**config.mk**
```make
export PLATFORM = sky130hd
export DESIGN_NAME = link_word_aligner
export DESIGN_NICKNAME = d
export VERILOG_FILES = /design/src/rtl/link_word_aligner.sv
export SDC_FILE = /design/constraint.sdc
export NUM_CORES = 1
export LEC_CHECK = 0
export BUFFER_PORTS_ARGS = -buffer_cell sky130_fd_sc_hd__buf_4
export CORE_MARGIN = 2
export CORE_UTILIZATION = 64
export CTS_BUF_LIST = sky130_fd_sc_hd__clkbuf_4 sky130_fd_sc_hd__clkbuf_8
export CTS_CLUSTER_DIAMETER = 40
export DETAILED_ROUTE_END_ITERATION = 8
export GPL_TIMING_DRIVEN = 1
export PLACE_DENSITY = 0.89
export SYNTH_ARGS = -nofsm -noshare
export SYNTH_HDL_FRONTEND = slang
export SYNTH_SLANG_ARGS = --single-unit
```
**constraint.sdc**
```tcl
create_clock -name clk160 -period 6.2 [get_ports clk160]
set_clock_uncertainty 0.2 [all_clocks]
set_input_delay 0.93 -clock clk160 [delete_from_list [all_inputs] [get_ports clk160]]
set_output_delay 0.93 -clock clk160 [all_outputs]
set_load 0.1 [all_outputs]
```
**src/rtl/link_word_aligner.sv**
```systemverilog
// Multi-link word aligner: finds, confirms and monitors the bit rotation that frames
// PATTERN on each channel, emitting aligned words while locked.
module link_word_aligner #(
    parameter int unsigned NLINKS        = 12,
    parameter int unsigned WIDTH         = 8,
    parameter logic [WIDTH-1:0] PATTERN  = 8'hAC,
    parameter logic [WIDTH-1:0] CHECK_MASK = '1,
    parameter int unsigned LOCK_COUNT    = 16,
    parameter int unsigned UNLOCK_ERRORS = 4,
    parameter int unsigned ERR_CNT_WIDTH = 16,
    localparam int unsigned ROTW         = $clog2(WIDTH)
) (
    input  logic                            clk160,
    input  logic                            rstb,
    input  logic [NLINKS*WIDTH-1:0]         in_data,
    input  logic [NLINKS-1:0]               in_valid,
    input  logic [NLINKS-1:0]               enable,
    input  logic                            reset_counters,
    output logic [NLINKS*WIDTH-1:0]         out_data,
    output logic [NLINKS-1:0]               out_valid,
    output logic [NLINKS-1:0]               locked,
    output logic [NLINKS*ROTW-1:0]          rotation,
    output logic [NLINKS*ERR_CNT_WIDTH-1:0] error_count
);

    localparam int unsigned MW = $clog2(LOCK_COUNT + 1);
    localparam int unsigned XW = $clog2(UNLOCK_ERRORS + 1);
    localparam logic [ROTW-1:0] ROT_LAST   = ROTW'(WIDTH - 1);
    localparam logic [MW-1:0]   MATCH_LAST = MW'(LOCK_COUNT - 1);
    localparam logic [XW-1:0]   MISS_LAST  = XW'(UNLOCK_ERRORS - 1);

    typedef enum logic [1:0] {SEARCH, CONFIRM, LOCKED} state_t;

    for (genvar i = 0; i < NLINKS; i++) begin : g_ch
        logic [WIDTH-1:0]         word, prev_q, aligned, data_q;
        logic [2*WIDTH-1:0]       shifted;
        logic [ROTW-1:0]          rot_q, rot_d, rot_next;
        state_t                   state_q, state_d;
        logic [MW-1:0]            match_q, match_d;
        logic [XW-1:0]            miss_q, miss_d;
        logic [ERR_CNT_WIDTH-1:0] err_q, err_d;
        logic                     hit, valid_q;

        assign word     = in_data[i*WIDTH +: WIDTH];
        assign shifted  = {prev_q, word} >> rot_q;
        assign aligned  = shifted[WIDTH-1:0];
        assign rot_next = (rot_q == ROT_LAST) ? '0 : rot_q + 1'b1;
        // LOCKED only checks the masked framing bits; acquisition needs the full word.
        assign hit = (state_q == LOCKED) ? (((aligned ^ PATTERN) & CHECK_MASK) == '0)
                                         : (aligned == PATTERN);

        always_comb begin
            state_d = state_q;
            rot_d   = rot_q;
            match_d = match_q;
            miss_d  = miss_q;
            err_d   = err_q;
            if (!enable[i]) begin
                state_d = SEARCH;
                rot_d   = '0;
                match_d = '0;
                miss_d  = '0;
            end else if (in_valid[i]) begin
                case (state_q)
                    SEARCH: begin
                        if (hit) begin
                            if (LOCK_COUNT == 1) begin
                                state_d = LOCKED;
                            end else begin
                                state_d = CONFIRM;
                                match_d = MW'(1);
                            end
                        end else begin
                            rot_d = rot_next;
                        end
                    end
                    CONFIRM: begin
                        if (!hit) begin
                            state_d = SEARCH;
                            match_d = '0;
                            rot_d   = rot_next;
                        end else if (match_q == MATCH_LAST) begin
                            state_d = LOCKED;
                            match_d = '0;
                        end else begin
                            match_d = match_q + 1'b1;
                        end
                    end
                    LOCKED: begin
                        if (hit) begin
                            miss_d = '0;
                        end else begin
                            if (err_q != '1) err_d = err_q + 1'b1;
                            if (miss_q == MISS_LAST) begin
                                state_d = SEARCH;
                                miss_d  = '0;
                            end else begin
                                miss_d = miss_q + 1'b1;
                            end
                        end
                    end
                    default: state_d = SEARCH;
                endcase
            end
            if (reset_counters) err_d = '0;
        end

        always_ff @(posedge clk160) begin
            if (!rstb) begin
                state_q <= SEARCH;
                rot_q   <= '0;
                match_q <= '0;
                miss_q  <= '0;
                err_q   <= '0;
                prev_q  <= '0;
                data_q  <= '0;
                valid_q <= 1'b0;
            end else begin
                state_q <= state_d;
                rot_q   <= rot_d;
                match_q <= match_d;
                miss_q  <= miss_d;
                err_q   <= err_d;
                valid_q <= in_valid[i] && enable[i] && (state_q == LOCKED);
                if (in_valid[i]) begin
                    prev_q <= word;
                    data_q <= aligned;
                end
            end
        end

        assign out_data[i*WIDTH +: WIDTH]                 = data_q;
        assign out_valid[i]                               = valid_q;
        assign locked[i]                                  = (state_q == LOCKED);
        assign rotation[i*ROTW +: ROTW]                   = rot_q;
        assign error_count[i*ERR_CNT_WIDTH +: ERR_CNT_WIDTH] = err_q;
    end

endmodule

```
# After elaboration in Yosys (flattened, before gate mapping)
# Index checks and enable logic that the tools add are counted.
[totals]
register_bits = 552
in_bits = 123
output_inout_bits = 348
wordCells = 626
[op_classes]
add_sub_neg = 48
eq_ne = 132
shifts = 12
n_mux = 168
n_bitwise = 25
reduce_logical = 145
[op_table]
columns = ["operator", "n"]
rows = [
  ["adder 16 x 1 -> 16 bit (second input constant)", 12],
  ["!= test 16 bit (second input constant)", 12],
  ["right shift 16 x 3 -> 8 bit", 12],
  ["two-way mux 5 bit", 36],
  ["two-way mux 2 bit", 60],
  ["one-hot mux 5 bit (2 select lines)", 12],
  ["AND reduction 5 bit", 24],
  ["two-way mux 3 bit", 36],
  ["== test 8 bit (second input constant)", 12],
  ["logical NOT 8 bit", 12],
  ["adder 3 x 1 -> 3 bit (second input constant)", 24],
  ["one-hot mux 2 bit (3 select lines)", 12],
  ["AND reduction 3 bit", 24],
  ["adder 5 x 1 -> 5 bit (second input constant)", 12],
  ["== test 5 x 4 -> 1 bit (second input constant)", 12],
  ["!= test 2 bit (second input constant)", 24],
  ["inverter 4 bit", 12],
  ["AND reduction 2 bit", 24],
  ["== test 3 x 2 -> 1 bit (second input constant)", 12],
  ["== test 3 bit (second input constant)", 12],
  ["!= test 3 bit (second input constant)", 12],
  ["OR reduction 2 bit", 13],
  ["== test 2 x 1 -> 1 bit (second input constant)", 12],
  ["== test 2 bit (second input constant)", 12],
  ["other kinds (6)", 85],
]

# Longest topological paths before layout
[depth]
ltp_word = 6
depth_mapped = 12
depth_no_buf = 8

# Least setup slack after synthesis
# Ideal clock, no wire load.
[synth_path]
path_type = "flip-flop to flip-flop"
start = "register g_ch[11].state_q[1]"
end = "register g_ch[11].err_q[11]"
setup_time_ns = 0.068
arrival_ns = 3.690
required_ns = 5.932
path_slack_ns = 2.242
stages_incl_launch_ff = 9
path_buffers = 1
period_less_slack_ns = 3.958
cell_sequence = "dfxtp_1 nor2b_1 nand2_1 a311oi_1 o31ai_4 or2_1 buf_6 or3_2 a21oi_2"
[synth_between]
elab_chain_cells = 4
[synth_rtl]
columns = ["element", "line", "text"]
rows = [
  ["start, declared", "38", "state_t state_q, state_d;"],
  ["start signal, assigned", "119", "state_q <= state_d;"],
  ["== test 2 bit (*)", "--", ""],
  ["via locked[11]", "21", "output logic [NLINKS-1:0] locked,"],
  ["two-way mux 1 bit", "49", "assign hit = (state_q == LOCKED) ? (((aligned ^ PATTERN) & CHECK_MASK) == '0)"],
  ["inverter 1 bit (no source line)", "--", ""],
  ["AND reduction 5 bit (no source line) (*)", "--", ""],
  ["end signal, assigned", "123", "err_q <= err_d;"],
  ["end, declared", "41", "logic [ERR_CNT_WIDTH-1:0] err_q, err_d;"],
]
# Mark *: on every way through the listed nets, which the timed path passes. The rest lies on a longest branch.
# A chain may end at the register's enable or synchronous reset.

# Worst setup path after layout
[layout_path]
start = "register g_ch[0].rot_q[0]"
end = "register g_ch[0].err_q[14]"
[layout_between]
elab_chain_cells = 6
word_cells_on_any_way = 7
classes_between = "eq/ne: 1; shift: 1; mux: 1; bitwise: 2; reduce/logical: 2"
[layout_rtl]
columns = ["element", "line", "text"]
rows = [
  ["start, declared", "37", "logic [ROTW-1:0] rot_q, rot_d, rot_next;"],
  ["start signal, assigned", "120", "rot_q <= rot_d;"],
  ["right shift 16 x 3 -> 8 bit (*)", "45", "assign shifted = {prev_q, word} >> rot_q;"],
  ["inverter 4 bit (no source line)", "--", ""],
  ["logical NOT 8 bit", "49", ""],
  ["two-way mux 1 bit (*)", "49", ""],
  ["inverter 1 bit (no source line) (*)", "--", ""],
  ["AND reduction 5 bit (no source line) (*)", "--", ""],
  ["end signal, assigned", "123", ""],
  ["end, declared", "41", ""],
]
# Every way passes the cells marked *; elsewhere a longest branch is shown, timed or not.

==> metrics.csv <==
stage;metric;value;unit
logic_synthesis;synth.yosys.warnings;0;
cts;cts.repair.resized;0;
floorplanning;die_width;218.0;um
cts;clock_tree_from_tritoncts;done;
timing;timing_worst_slew_pin_value;1253;ps
worst_hold_path;hold-path-endpoint;g_ch[6].miss_q[1];
global_routing;groute.usage.overall;32.93;%
timing;grt_setup_unrepaired;false;
timing;final_hold_viol_count;0;
logic_synthesis;post_synth_instance_area;0.02930;mm2
logic_synthesis;async_flop_share;0;%
worst_hold_path;whs_path_depth;2;
cts;clkSinkCount;540;
critical_path;worst_path_max_delay_cell;dfxtp_1;
logic_synthesis;yosys.area.top_type_share;36.90;%
floorplanning;num_rows;78;
status;status;completed;
power_and_ir_drop;power.density;235.3;mW/mm2
logic_synthesis;post_synth.cell_area_avg;9.091;um2
floorplanning;io_pins;471;
logic_synthesis;synth.largest_area_cell;dfxtp_1;
cts;clock_tree.buffer_depth;3;
global_routing;grt_pass1_vias;25460;
cts;clock_slew_at_the_register_clock_pins_of_the_worst_setup_and_hold_paths;60;ps
floorplanning;effective_utilization_at_floorplan;64.70;%
logic_synthesis;yosys.cell_types.count;87;
timing;maxSlewHeadroom;16.30;%
power_and_ir_drop;ir_drop;0.0002598;V
cts;htree_num_levels;3;
critical_path;critPathCaptureType;flop;
route;vias;26970;
critical_path;max_stage_delay;950;ps
cells_and_area;post_route_cells_drive_above_1_share;23.42;%
route;drt_via_density;6.357;
critical_path;worstReg2RegEnd;g_ch[0].err_q[14];
global_routing;global_route.overflow_total;0;
route;final_antenna_net_count;0;
route;drt_first_pass_iters;6;
route;drcViolationCount;0;
critical_path;critical_path_peak_fanout;19;
critical_path;cp.arrival;4360;ps
critical_path;worst_r2r_path_depth;7;
floorplanning;die-height;218.0;um
critical_path;crit_required;6580;ps
placed_design;hpwl;57.83;mm
timing;period_share;64.18;%
critical_path;start_kind;flop;
cells_and_area;final_net_count;3763;
cts;cts-root-buf;clkbuf_8;
worst_hold_path;hold_path_startpoint;g_ch[6].miss_q[1];
power_and_ir_drop;power.leakage;13.15;nW
logic_synthesis;synth_edf_count;0;
critical_path;critical_path.cell_chain;mux4_2, and3_1, o2111a_1, a2bb2oi_1, nand2_1, or4_1, a21oi_1;
logic_synthesis;synth_most_common_cell;dfxtp_1;
global_routing;antenna_found_initial;1;
power_and_ir_drop;design_power_total;8.144;mW
timing;fmax;251.3;MHz
logic_synthesis;yosysSeqAreaShare;36.90;%
cts;total_cts_buffers;92;
logic_synthesis;yosys_register_bits;540;
placed_design;final_gp_congestion;0.9350;
critical_path;setup_slack_of_the_worst_register_to_register_path;2220;ps
global_routing;grt_max_degree;89;
critical_path;critical_path.reg2reg.startpoint;g_ch[0].rot_q[0];
timing;maxSlewViolCount;0;
logic_synthesis;synth.top_cells.by_area;dfxtp_1 (37%), mux4_2 (9.4%), mux2i_1 (7.7%), nor2_1 (5.7%), nand2_1 (3.6%);
placed_design;place_worst_setup_slack;2230;ps
timing;finalSetupTns;0;ps
route;detail_route.wirelength;81.50;mm
floorplanning;die_area;0.04751;mm2
route;drt_iter0_markers;2291;
logic_synthesis;syn_inst;3223;
timing;finalSetupViolations;0;
route;wire_per_inst;19.21;um
cts;postCtsSetupRepairBufs;0;
critical_path;path_class;flop to flop;
logic_synthesis;ys_top_cells_by_count;dfxtp_1 (540), nor2_1 (442), nand2_1 (284), mux2i_1 (225), clkbuf_1 (144);
placed_design;port_buffers;470;
timing;fin_ws;2221;ps
run;maxCapViolCount;0;
timing;finalCriticalPeriod;3979;ps
global_routing;grt_first_pass_wirelength;129.3;mm
worst_hold_path;hold_path_class;flop to flop;
logic_synthesis;synth_flop_cell;dfxtp_1;
logic_synthesis;postSynthNetCount;3406;
cts;clock_insertion_delay_worst_skew;660;ps
cts;postCtsHoldBufs;0;
floorplanning;fp.coreArea;0.04528;mm2
cells_and_area;area_growth;18.14;%
where the power goes:
group          total (mW)  switching [mW]  internal, mW
sequential           3.66           0.104          3.56
clock                3.42            1.47          1.94
combinational        1.07           0.722         0.347
metrics by stage:
stage               cell area [um2]  hold slack (ps)  instances  util (%)
floorplan                     29300            220.7       3223         -
global placement              32660            229.2       4086     72.13
detailed placement            32660            248.7       4086     72.13
CTS                           34610            259.1       4242     76.43
global route                  34610            268.0       4242     76.43
finish                        34610            258.4       4243     76.44
placed cells by master, fill, tap and decap left out, types with 42 or more instances in the layout:
| cell | instances |
|---|---|
| dfxtp_1 | 540 |
| buf_4 | 482 |
| nor2_1 | 441 |
| nand2_1 | 284 |
| mux2i_1 | 225 |
| a21oi_1 | 134 |
| nand3_1 | 123 |
| mux4_2 | 122 |
| clkbuf_8 | 111 |
| o21ai_0 | 102 |
| xnor2_1 | 87 |
| nor3_1 | 74 |
| a211oi_1 | 62 |
| ha_1 | 60 |
| nor4_1 | 48 |
| nand4_1 | 47 |
| inv_1 | 42 |
cell families after synthesis:
family                   synth area share (%)
AND/OR/NAND/NOR                         23.13
XOR/XNOR                                3.224
adder cells (fa/ha/maj)                 2.562
AO/OA/AOI/OAI                           11.55
buffers and inverters                   4.087
multiplexers                            18.55
flip-flops                              36.90
worst max-delay path: cells and delay by family, from the launching register on:
kind / cells / cell delay (ps)
AOI/OAI and AO/OA: 3 / 1300
muxes: 1 / 610
and+or+nand+nor: 3 / 810
DFF: 1 / 950
worst max-delay path by stage:
stage	to	slack [ps]	startpoint
2_1_floorplan	g_ch[11].err_q[11]	2240	g_ch[11].state_q[1]
3_3_place_gp	g_ch[11].rot_q[1]	2300	in_data[90]
3_5_place_dp	g_ch[11].rot_q[1]	2230	in_data[90]
4_1_cts	g_ch[0].err_q[14]	2220	g_ch[0].rot_q[0]
5_1_grt	g_ch[0].err_q[14]	1850	g_ch[0].rot_q[0]
6_report	g_ch[0].err_q[14]	2220	g_ch[0].rot_q[0]
registers in the layout, summed over array words and instances, names as in the netlist:
signal / cells
g_ch.miss_q: 36
g_ch.rot_q: 36
g_ch.match_q: 60
g_ch.state_q: 24
g_ch.data_q: 96
g_ch.prev_q: 84
g_ch.err_q: 192
g_ch.valid_q: 12
layer usage:
layer  global-route usage (%)  vias to the layer above  wire [um]
met2                    55.71                     1228      39640
met3                    7.936                      190       7193
met1                    40.10                    13030      31740
li1                         -                    12530          -
met5                        0                        -          0
met4                    13.88                        0       2926
final cells by class:
cell class	instances	area (um2)
tap	600	750.7
fill	3019	10670
antenna	1	2.502
clock inverter	26	276.5
multi-input combinational	2420	17310
sequential	540	10810
timing repair buffer	482	3618
clock buffer	130	1670
inverter	44	170.2
Note: power is estimated with default switching activity, not from simulation.
